--- src/rtl/sigdel_decim.sv ---
// -----------------------------------------------------------------------------
// sigdel_decim
//
// Purpose:
//   Second-order CIC (sinc2) decimator for a 1-bit sigma-delta bitstream.
//   Every accepted input bit is integrated twice. On every R-th accepted bit
//   (R = 2**DEC_LOG2) the second integrator is passed through two comb
//   stages, and the result is scaled and saturated into an unsigned PCM
//   sample. The first two decimated results are discarded while the comb
//   delay line fills. Samples are produced from the third decimation
//   event onwards.
//
// Ports:
//   clk        rising-edge system clock
//   rst        synchronous, active-high reset (priority over everything)
//   ena        block enable; when low all state holds and out_valid is 0
//   in_bit     modulator output bit (weight 0 or 1)
//   in_valid   in_bit is accepted on an edge with ena=1 and in_valid=1
//   out_data   decimated sample, unsigned OUT_W bits, held between updates
//   out_valid  one-cycle pulse marking a new out_data value
//   settled    high once the first valid sample has been produced
// -----------------------------------------------------------------------------
module sigdel_decim #(
  parameter int DEC_LOG2 = 4,
  parameter int OUT_W    = 8
) (
  input  logic             clk,
  input  logic             rst,
  input  logic             ena,
  input  logic             in_bit,
  input  logic             in_valid,
  output logic [OUT_W-1:0] out_data,
  output logic             out_valid,
  output logic             settled
);

  // Internal arithmetic width: y spans 0..R^2, which needs 2*DEC_LOG2+1 bits.
  // All integrator/comb math wraps modulo 2^BW; the comb differences recover
  // the true value because it always fits in BW bits.
  localparam int BW    = 2 * DEC_LOG2 + 1;
  localparam int SHIFT = 2 * DEC_LOG2 - OUT_W;

  localparam logic [DEC_LOG2-1:0] CNT_MAX = {DEC_LOG2{1'b1}};
  localparam logic [DEC_LOG2-1:0] CNT_ONE = {{(DEC_LOG2-1){1'b0}}, 1'b1};

  typedef enum logic [1:0] {
    WARM0 = 2'd0,
    WARM1 = 2'd1,
    RUN   = 2'd2
  } state_t;

  // Scale the comb output down to OUT_W bits and clamp. Only y = R^2 can
  // exceed the output range when SHIFT is zero, mapping full scale to all-ones.
  function automatic logic [OUT_W-1:0] map_sample(input logic [BW-1:0] y);
    logic [BW-1:0] scaled;
    scaled = y >> SHIFT;
    if (|scaled[BW-1:OUT_W]) begin
      map_sample = {OUT_W{1'b1}};
    end else begin
      map_sample = scaled[OUT_W-1:0];
    end
  endfunction

  // Registers
  logic [BW-1:0]       i1_q, i1_d;
  logic [BW-1:0]       i2_q, i2_d;
  logic [BW-1:0]       d1_q, d1_d;
  logic [BW-1:0]       d2_q, d2_d;
  logic [DEC_LOG2-1:0] cnt_q, cnt_d;
  state_t              state_q, state_d;
  logic [OUT_W-1:0]    out_data_q, out_data_d;
  logic                out_valid_q, out_valid_d;
  logic                settled_q, settled_d;

  // Datapath signals
  logic                accept_s;
  logic                dec_event_s;
  logic [BW-1:0]       i1_sum_s;
  logic [BW-1:0]       i2_sum_s;
  logic [BW-1:0]       c1_s;
  logic [BW-1:0]       y_s;
  logic [OUT_W-1:0]    sample_s;

  // Integrator/comb arithmetic; the second integrator and the comb use the
  // already-updated values so a decimation event sees the R-th bit.
  always_comb begin
    accept_s    = ena & in_valid;
    dec_event_s = accept_s & (cnt_q == CNT_MAX);
    i1_sum_s    = i1_q + {{(BW-1){1'b0}}, in_bit};
    i2_sum_s    = i2_q + i1_sum_s;
    c1_s        = i2_sum_s - d1_q;
    y_s         = c1_s - d2_q;
    sample_s    = map_sample(y_s);
  end

  // Next-state logic for the filter state and the warm-up FSM.
  always_comb begin
    i1_d        = i1_q;
    i2_d        = i2_q;
    d1_d        = d1_q;
    d2_d        = d2_q;
    cnt_d       = cnt_q;
    state_d     = state_q;
    out_data_d  = out_data_q;
    out_valid_d = 1'b0;
    settled_d   = settled_q;

    if (accept_s) begin
      i1_d  = i1_sum_s;
      i2_d  = i2_sum_s;
      cnt_d = cnt_q + CNT_ONE;
    end else begin
      cnt_d = cnt_q;
    end

    // Comb delays advance on every decimation event, warm-up included, so the
    // delay line is primed by the time samples are released.
    if (dec_event_s) begin
      d1_d = i2_sum_s;
      d2_d = c1_s;
    end else begin
      d1_d = d1_q;
    end

    case (state_q)
      WARM0: begin
        if (dec_event_s) begin
          state_d = WARM1;
        end else begin
          state_d = WARM0;
        end
      end
      WARM1: begin
        if (dec_event_s) begin
          state_d = RUN;
        end else begin
          state_d = WARM1;
        end
      end
      RUN: begin
        if (dec_event_s) begin
          out_data_d  = sample_s;
          out_valid_d = 1'b1;
          settled_d   = 1'b1;
        end else begin
          state_d = RUN;
        end
      end
      default: begin
        state_d = WARM0;
      end
    endcase
  end

  // State register with synchronous reset; reset discards any partial frame.
  always_ff @(posedge clk) begin
    if (rst) begin
      i1_q        <= '0;
      i2_q        <= '0;
      d1_q        <= '0;
      d2_q        <= '0;
      cnt_q       <= '0;
      state_q     <= WARM0;
      out_data_q  <= '0;
      out_valid_q <= 1'b0;
      settled_q   <= 1'b0;
    end else begin
      i1_q        <= i1_d;
      i2_q        <= i2_d;
      d1_q        <= d1_d;
      d2_q        <= d2_d;
      cnt_q       <= cnt_d;
      state_q     <= state_d;
      out_data_q  <= out_data_d;
      out_valid_q <= out_valid_d;
      settled_q   <= settled_d;
    end
  end

  assign out_data  = out_data_q;
  assign out_valid = out_valid_q;
  assign settled   = settled_q;

endmodule

--- config.mk ---
export PLATFORM = sky130hd
export DESIGN_NAME = sigdel_decim
export DESIGN_NICKNAME = d
export VERILOG_FILES = /design/src/rtl/sigdel_decim.sv
export SDC_FILE = /design/constraint.sdc
export NUM_CORES = 1
export LEC_CHECK = 0
export ABC_AREA = 1
export BUFFER_PORTS_ARGS = -buffer_cell sky130_fd_sc_hd__buf_2
export CAP_MARGIN = 20
export CORE_ASPECT_RATIO = 1.2
export CORE_MARGIN = 5
export CORE_UTILIZATION = 35
export DETAILED_ROUTE_END_ITERATION = 12
export MAX_ROUTING_LAYER = met4
export SETUP_SLACK_MARGIN = 0.1
export SKIP_LAST_GASP = 1
export SYNTH_ARGS = -nofsm -noshare
export SYNTH_HDL_FRONTEND = slang
export SYNTH_SLANG_ARGS = --single-unit
--- constraint.sdc ---
create_clock -name clk -period 8.8 [get_ports clk]
set_input_delay 0.88 -clock clk [delete_from_list [all_inputs] [get_ports clk]]
set_output_delay 0.88 -clock clk [all_outputs]
set_load 0.005 [all_outputs]
==> out/results.txt, run 1 <==
Status -> finished, final reports clean
Worst-skew pair later-pin latency -> 0.31 ns
Routed wire per std cell -> 11.1 um
PnR worst setup slack -> 4.17 ns
CP max-delay cell -> fa_1
CP Max Fanout -> 8
Routability cong. -> 0.839
Ports -> 15
Reg clk slew, reported paths -> 0.09 ns
Initial antenna violation count -> 0
Fin nets -> 486
Crit path max-delay family -> adder cells
CTS root buf -> clkbuf_8
Slowest Stage Delay on Critical Path -> 0.44 ns
Most frequent cells in the layout -> 77 x inv_1, 53 x o21ai_0, 52 x dfxtp_1, 47 x a21oi_1, 38 x nand2_1
Post-DRT Antenna Nets -> 0
Clock share of power -> 21.0%
Port buffer count -> 14
Worst Max-Slew Pin Slew -> 1.00 ns
First-pass DRT Iterations -> 4
CTS tree -> built
Part of the power in combinational logic -> 39.7%
Post-CTS Repair Setup Buffers -> 0
Chip Width -> 98.3 um
Commonest non-fill, non-tap cell in the layout -> inv_1
Hold slack -> 0.468 ns
TritonCTS buffer count -> 5
Syn Nets -> 475
Ant diodes -> 0
Yosys top cell by area -> dfxtp_1
Number of synthesized register bits -> 52
Residual DRC -> 0
Pins Over Slew Limit -> 0
# clock sinks -> 52
Final hold violation count -> 0
H-tree depth -> 2
Vias per Instance -> 4.79
Period Utilization, post-route -> 52.6%
Switching pwr -> 0.238 mW
Tot GR Track Use -> 12.1%
CTS Hold Bufs -> 0
Vias -> 2723
Dpl hpwl -> 4760 um
Total grt overflow -> 0
Final Setup Violations -> 0
Die H -> 116 um
Final Total Pwr -> 0.627 mW
Fillers -> 963
Number of flops mapped to enable cells by yosys -> 0
Setup TNS -> 0 ns
RSZ-0062 raised after global routing -> no
Die footprint -> 11400 um^2
Internal -> 0.389 mW
Path type of the worst setup path -> input pin to flip-flop
Hold Crit Start -> settled$_SDFFE_PP0P_
Crit path capture type -> flip-flop
Synth Cell Area -> 3280 um^2
Worst Hold Path EP -> settled$_SDFFE_PP0P_
Top cells by area, synth -> dfxtp_1 32%, ha_1 11%, inv_1 8.8%, o21ai_0 8.1%, a21oi_1 7.2%
Rows -> 38
Largest net degree at the start of global routing -> 37
Iteration-0 DRC Markers -> 73
Register area share after synthesis -> 31.8%
Slew HR -> 33.0%
Total wire length -> 6290 um
Hold path cells -> 1
CTS resizes -> 0
Final period demand of the worst path -> 4.63 ns
Vias in the first global route -> 2681
Worst Path Buf+Inv -> 4
Dominant synthesized flop cell -> dfxtp_1
Fmax -> 216 MHz
Layout cell share with drive strength beyond 1 -> 12.7%
First-pass GRT wire length -> 11200 um
Max rail drop VDD -> 58.9 uV
Reg-to-reg slack, setup -> 4.52 ns
Area Overhead vs Synth -> 8.02%
Pre-CTS WS -> 3.83 ns
WP data required -> 9.04 ns
Final core area utilization -> 39.0%
Worst Path Arrival -> 4.87 ns
Worst Setup Start Kind -> input pin
Lkg Pwr -> 1.71 nW
Core area -> 9080 um^2
Most used cell, CP -> ha_1
Sequential share of power -> 39.2%
Clock Path Buffers -> 2
Initial Util -> 36.1%
Count of different cell masters after synthesis -> 35
Synth warn -> 0
Syn Inst Count -> 438
Sw frac -> 37.9%
Crit path cell chain -> buf_2 > ha_1 > ha_1 > fa_1 > xor2_1 > ha_1 > nand2_1 > o21ai_0 > a21oi_1 > o21ai_0 > xor2_1 > inv_1 > ha_1 > inv_1 > o21ai_0 > nand3_1 > nand3_1 > xor2_1 > inv_1 > nand3_2 > nand2_4 > a21oi_2
Ys async rst share -> 0%
Pwr dens -> 177 nW/um^2
Layout Skew -> 0.00800 ns
Hold Path Class -> flip-flop to flip-flop
Max_cap viols -> 0
R2R Path Start -> i1_q[0]$_SDFFE_PP0P_
Syn avg cell area -> 7.48 um^2
Yosys top cell area share -> 31.8%
Worst r2r dst -> out_data[0]$_SDFFE_PP0P_
R2R cell count -> 21
layout make-up:
type	instances	area, um^2	share of cell area [%]
Tap cell	120	150	4.24
Sequential cell	52	1040	29.4
Multi-Input combinational cell	292	1880	53.2
Clock buffer	6	72.6	2.05
Inverter	83	312	8.80
Timing Repair Buffer	15	77.6	2.19
Clock inverter	1	5.00	0.141
worst register-to-register path: stages (launching register included):
cell and delay (ns):
dfxtp_1 0.34, ha_1 0.19, ha_1 0.33, fa_1 0.45
xor2_1 0.21, ha_1 0.36, nand2_1 0.06, o21ai_0 0.32
a21oi_1 0.11, o21ai_0 0.22, xor2_1 0.20, inv_1 0.06
ha_1 0.34, inv_1 0.07, o21ai_0 0.14, nand3_1 0.09
nand3_1 0.10, xor2_1 0.22, inv_1 0.08, nand3_2 0.09
nand2_4 0.10, a21oi_2 0.13
worst max path at each step:
stage,end,slack (ns),depth (start not counted),from
CTS,out_data[1]$_SDFFE_PP0P_,4.16,22,in_bit
floorplan,out_data[0]$_SDFFE_PP0P_,4.32,24,in_bit
global route,out_data[4]$_SDFFE_PP0P_,3.68,25,in_bit
global placement,out_data[2]$_SDFFE_PP0P_,3.93,22,in_bit
detailed placement,out_data[1]$_SDFFE_PP0P_,3.83,22,in_bit
finish,out_data[0]$_SDFFE_PP0P_,4.17,22,in_bit
power by group through the flow:
stage	clock [mW]	combinational, mW	sequential (mW)
floorplan	0	0.207	0.251
global placement	0	0.246	0.251
detailed placement	0	0.251	0.252
CTS	0.138	0.252	0.246
global route	0.146	0.287	0.247
finish	0.132	0.249	0.246
routing by layer:
metal | track usage [%] | vias up | wire (um)
li1 | - | 1448 | -
met1 | 12.4 | 1241 | 2770
met2 | 22.7 | 24 | 3220
met3 | 2.53 | 10 | 191
met4 | 4.46 | 0 | 108
met5 | - | - | 0
flip-flops by register name, summed over array words and instances, names as in the netlist:
register and flops:
cnt_q 4, d1_q 9, d2_q 9, i1_q 9, i2_q 9, out_data 8, out_valid 1, settled 1
state_q 2
kinds of logic after synthesis:
group	Yosys count	share of synthesized area (%)
compound gates	123	21.3
simple gates	115	17.4
buf+inv	94	10.8
flops	52	31.8
fa+ha+maj	32	12.9
xor+xnor	22	5.88
per-stage QoR:
| stage | cell area (um^2) | std cells |
|---|---|---|
| global route | 3540 | 569 |
| CTS | 3540 | 569 |
| finish | 3540 | 569 |
| detailed placement | 3460 | 562 |
| global placement | 3460 | 562 |
| floorplan | 3280 | 438 |
synth_stat cells, types with 4 or more instances:
cell type / instances
ha_1: 29
o211ai_1: 4
a21oi_2: 8
dfxtp_1: 52
clkbuf_1: 9
nand2_2: 7
o21ai_0: 53
nand3_2: 8
inv_1: 77
nor2_1: 35
nand3_1: 16
inv_2: 6
a21oi_1: 47
xor2_1: 19
nand2_1: 38
Note: power is estimated with default switching activity, not from simulation.
==> run 2, diff against run 1 <==
clock period = 4.8 ns   (was 8.8 ns; I/O delays follow)
==> run 2 against run 1 <==
Sequential power is 84% higher. Final cell count is 0.70% higher. Hold slack worse by 0.00069 ns. Core utilization is 0.74 points higher. Power is 89% higher. Global-route usage hardly changed. Clock power is 98% higher. Die area stayed put. Worst setup slack worse by 3.6 ns. Clock skew is 0.0023 ns lower.
==> out/results.txt, run 2 (synthesis gave the netlist of run 1 again) <==
H-tree depth -> 2
Port buffer count -> 14
# clock sinks -> 52
Worst Setup Start Kind -> flip-flop
Iteration-0 DRC Markers -> 61
Initial antenna violation count -> 0
Hold Path Class -> flip-flop to flip-flop
Worst Path Arrival -> 4.44 ns
First-pass DRT Iterations -> 5
R2R cell count -> 24
Fin nets -> 489
Non-Filler Instances -> 573
Path type of the worst setup path -> flip-flop to flip-flop
Die footprint -> 11400 um^2
Placed cells -> 563
Vias per Instance -> 4.73
Total wire length -> 6340 um
Max_cap viols -> 0
Most used cell, CP -> ha_1
Residual DRC -> 0
Hold path cells -> 2
Met2 wire len -> 3220 um
Pwr dens -> 329 nW/um^2
Lkg Pwr -> 1.73 nW
First-pass GRT wire length -> 11200 um
Fmax -> 236 MHz
CP max-delay cell -> dfxtp_1
Die H -> 116 um
Area Overhead vs Synth -> 10.1%
Slowest Stage Delay on Critical Path -> 0.36 ns
Vias -> 2710
Routed wire per std cell -> 11.1 um
Pre-CTS WS -> 0.234 ns
Tot GR Track Use -> 12.1%
Layout cell share with drive strength beyond 1 -> 14.3%
Reg clk slew, reported paths -> 0.09 ns
Setup TNS -> 0 ns
Crit path cell chain -> ha_1 > ha_2 > nand2_2 > nor2_4 > xor2_1 > ha_1 > inv_1 > o21ai_1 > xor2_1 > inv_1 > ha_1 > nand2_1 > nor3_1 > nand2_1 > o211ai_1 > xor2_1 > ha_1 > a21oi_1 > nand3_1 > xor2_2 > inv_1 > nand3_2 > nand2_4 > a21oi_2
Layout Skew -> 0.00569 ns
Vias in the first global route -> 2678
Hold slack -> 0.467 ns
Max rail drop VDD -> 128 uV
Status -> finished, final reports clean
Largest net degree at the start of global routing -> 37
Final core area utilization -> 39.7%
DR WL met3 -> 163 um
CTS root buf -> clkbuf_8
Final hold violation count -> 0
PnR worst setup slack -> 0.557 ns
Worst-skew pair later-pin latency -> 0.30 ns
Most frequent cells in the layout -> 77 x inv_1, 52 x o21ai_0, 52 x dfxtp_1, 47 x a21oi_1, 38 x nand2_1
Commonest non-fill, non-tap cell in the layout -> inv_1
Clock Path Buffers -> 2
Routability cong. -> 0.797
Chip Width -> 98.3 um
CP Max Fanout -> 8
Ports -> 15
Final period demand of the worst path -> 4.24 ns
Ant diodes -> 0
Total grt overflow -> 0
Rows -> 38
Core area -> 9080 um^2
CTS Hold Bufs -> 0
Worst Max-Slew Pin Slew -> 1.05 ns
TritonCTS buffer count -> 5
RSZ-0062 raised after global routing -> no
WP data required -> 5.00 ns
Initial Util -> 36.1%
Pins Over Slew Limit -> 0
Slew HR -> 30.1%
CTS tree -> built
Period Utilization, post-route -> 88.4%
Final Setup Violations -> 0
Dpl hpwl -> 4740 um
DRT met1 WL -> 2850 um
Fillers -> 951
Top Layer Used -> met4
Crit path capture type -> flip-flop
Post-DRT Antenna Nets -> 0
[run 2: report_power, final]
group / total (mW) / switching (mW) / leakage (nW) / internal [mW]
clock network: 0.262 / 0.144 / 0.0455 / 0.118
registers: 0.452 / 0.00892 / 0.422 / 0.443
logic: 0.474 / 0.291 / 1.26 / 0.183
total: 1.19 / 0.443 / 1.73 / 0.744
[run 2: layout make-up]
class	count	area (um^2)	area share, %
Sequential cell	52	1040	28.9
Tap cell	120	150	4.16
Inverter	83	312	8.64
Clock buffer	8	90.1	2.50
Multi-Input combinational cell	292	1910	53.1
Timing Repair Buffer	18	100	2.77
[run 2: timing repair]
item,4_1_cts,5_1_grt
endpoints found under the hold margin,0,0
gates resized for setup,0,6
buffers inserted,0,2
endpoints found under the setup margin,0,8
[run 2: path summary, 6_finish.rpt]
check,endpoint,slack [ns],startpoint
setup / recovery,out_data[7]$_SDFFE_PP0P_,0.56,i1_q[0]$_SDFFE_PP0P_
hold / removal,d1_q[2]$_SDFFE_PP0P_,0.47,d1_q[2]$_SDFFE_PP0P_
setup reg to reg,out_data[7]$_SDFFE_PP0P_,0.56,i1_q[0]$_SDFFE_PP0P_
hold reg to reg,d1_q[2]$_SDFFE_PP0P_,0.47,d1_q[2]$_SDFFE_PP0P_
[run 2: routing by layer]
layer / GRT usage (%) / vias to the layer above
li1: - / 1451
met1: 12.4 / 1222
met2: 23.0 / 27
met3: 2.23 / 10
met4: 4.19 / 0
met5: - / -
[run 2: metrics by stage]
stage	instance area, um^2	power (mW)
after floorplan	3280	0.839
after global placement	3470	0.915
after detailed placement	3470	0.927
after CTS	3560	1.20
after global routing	3610	1.30
final	3610	1.19
[run 2: critical path, delay by kind of cell (launching register included)]
kind / cells / cell delay, ns
adder cells (fa/ha/maj): 5 / 1.30
AO/OA/AOI/OAI: 4 / 0.43
AND/OR/NAND/NOR: 8 / 0.91
buffers and inverters: 3 / 0.25
flip-flops: 1 / 0.36
XOR/XNOR: 4 / 0.86
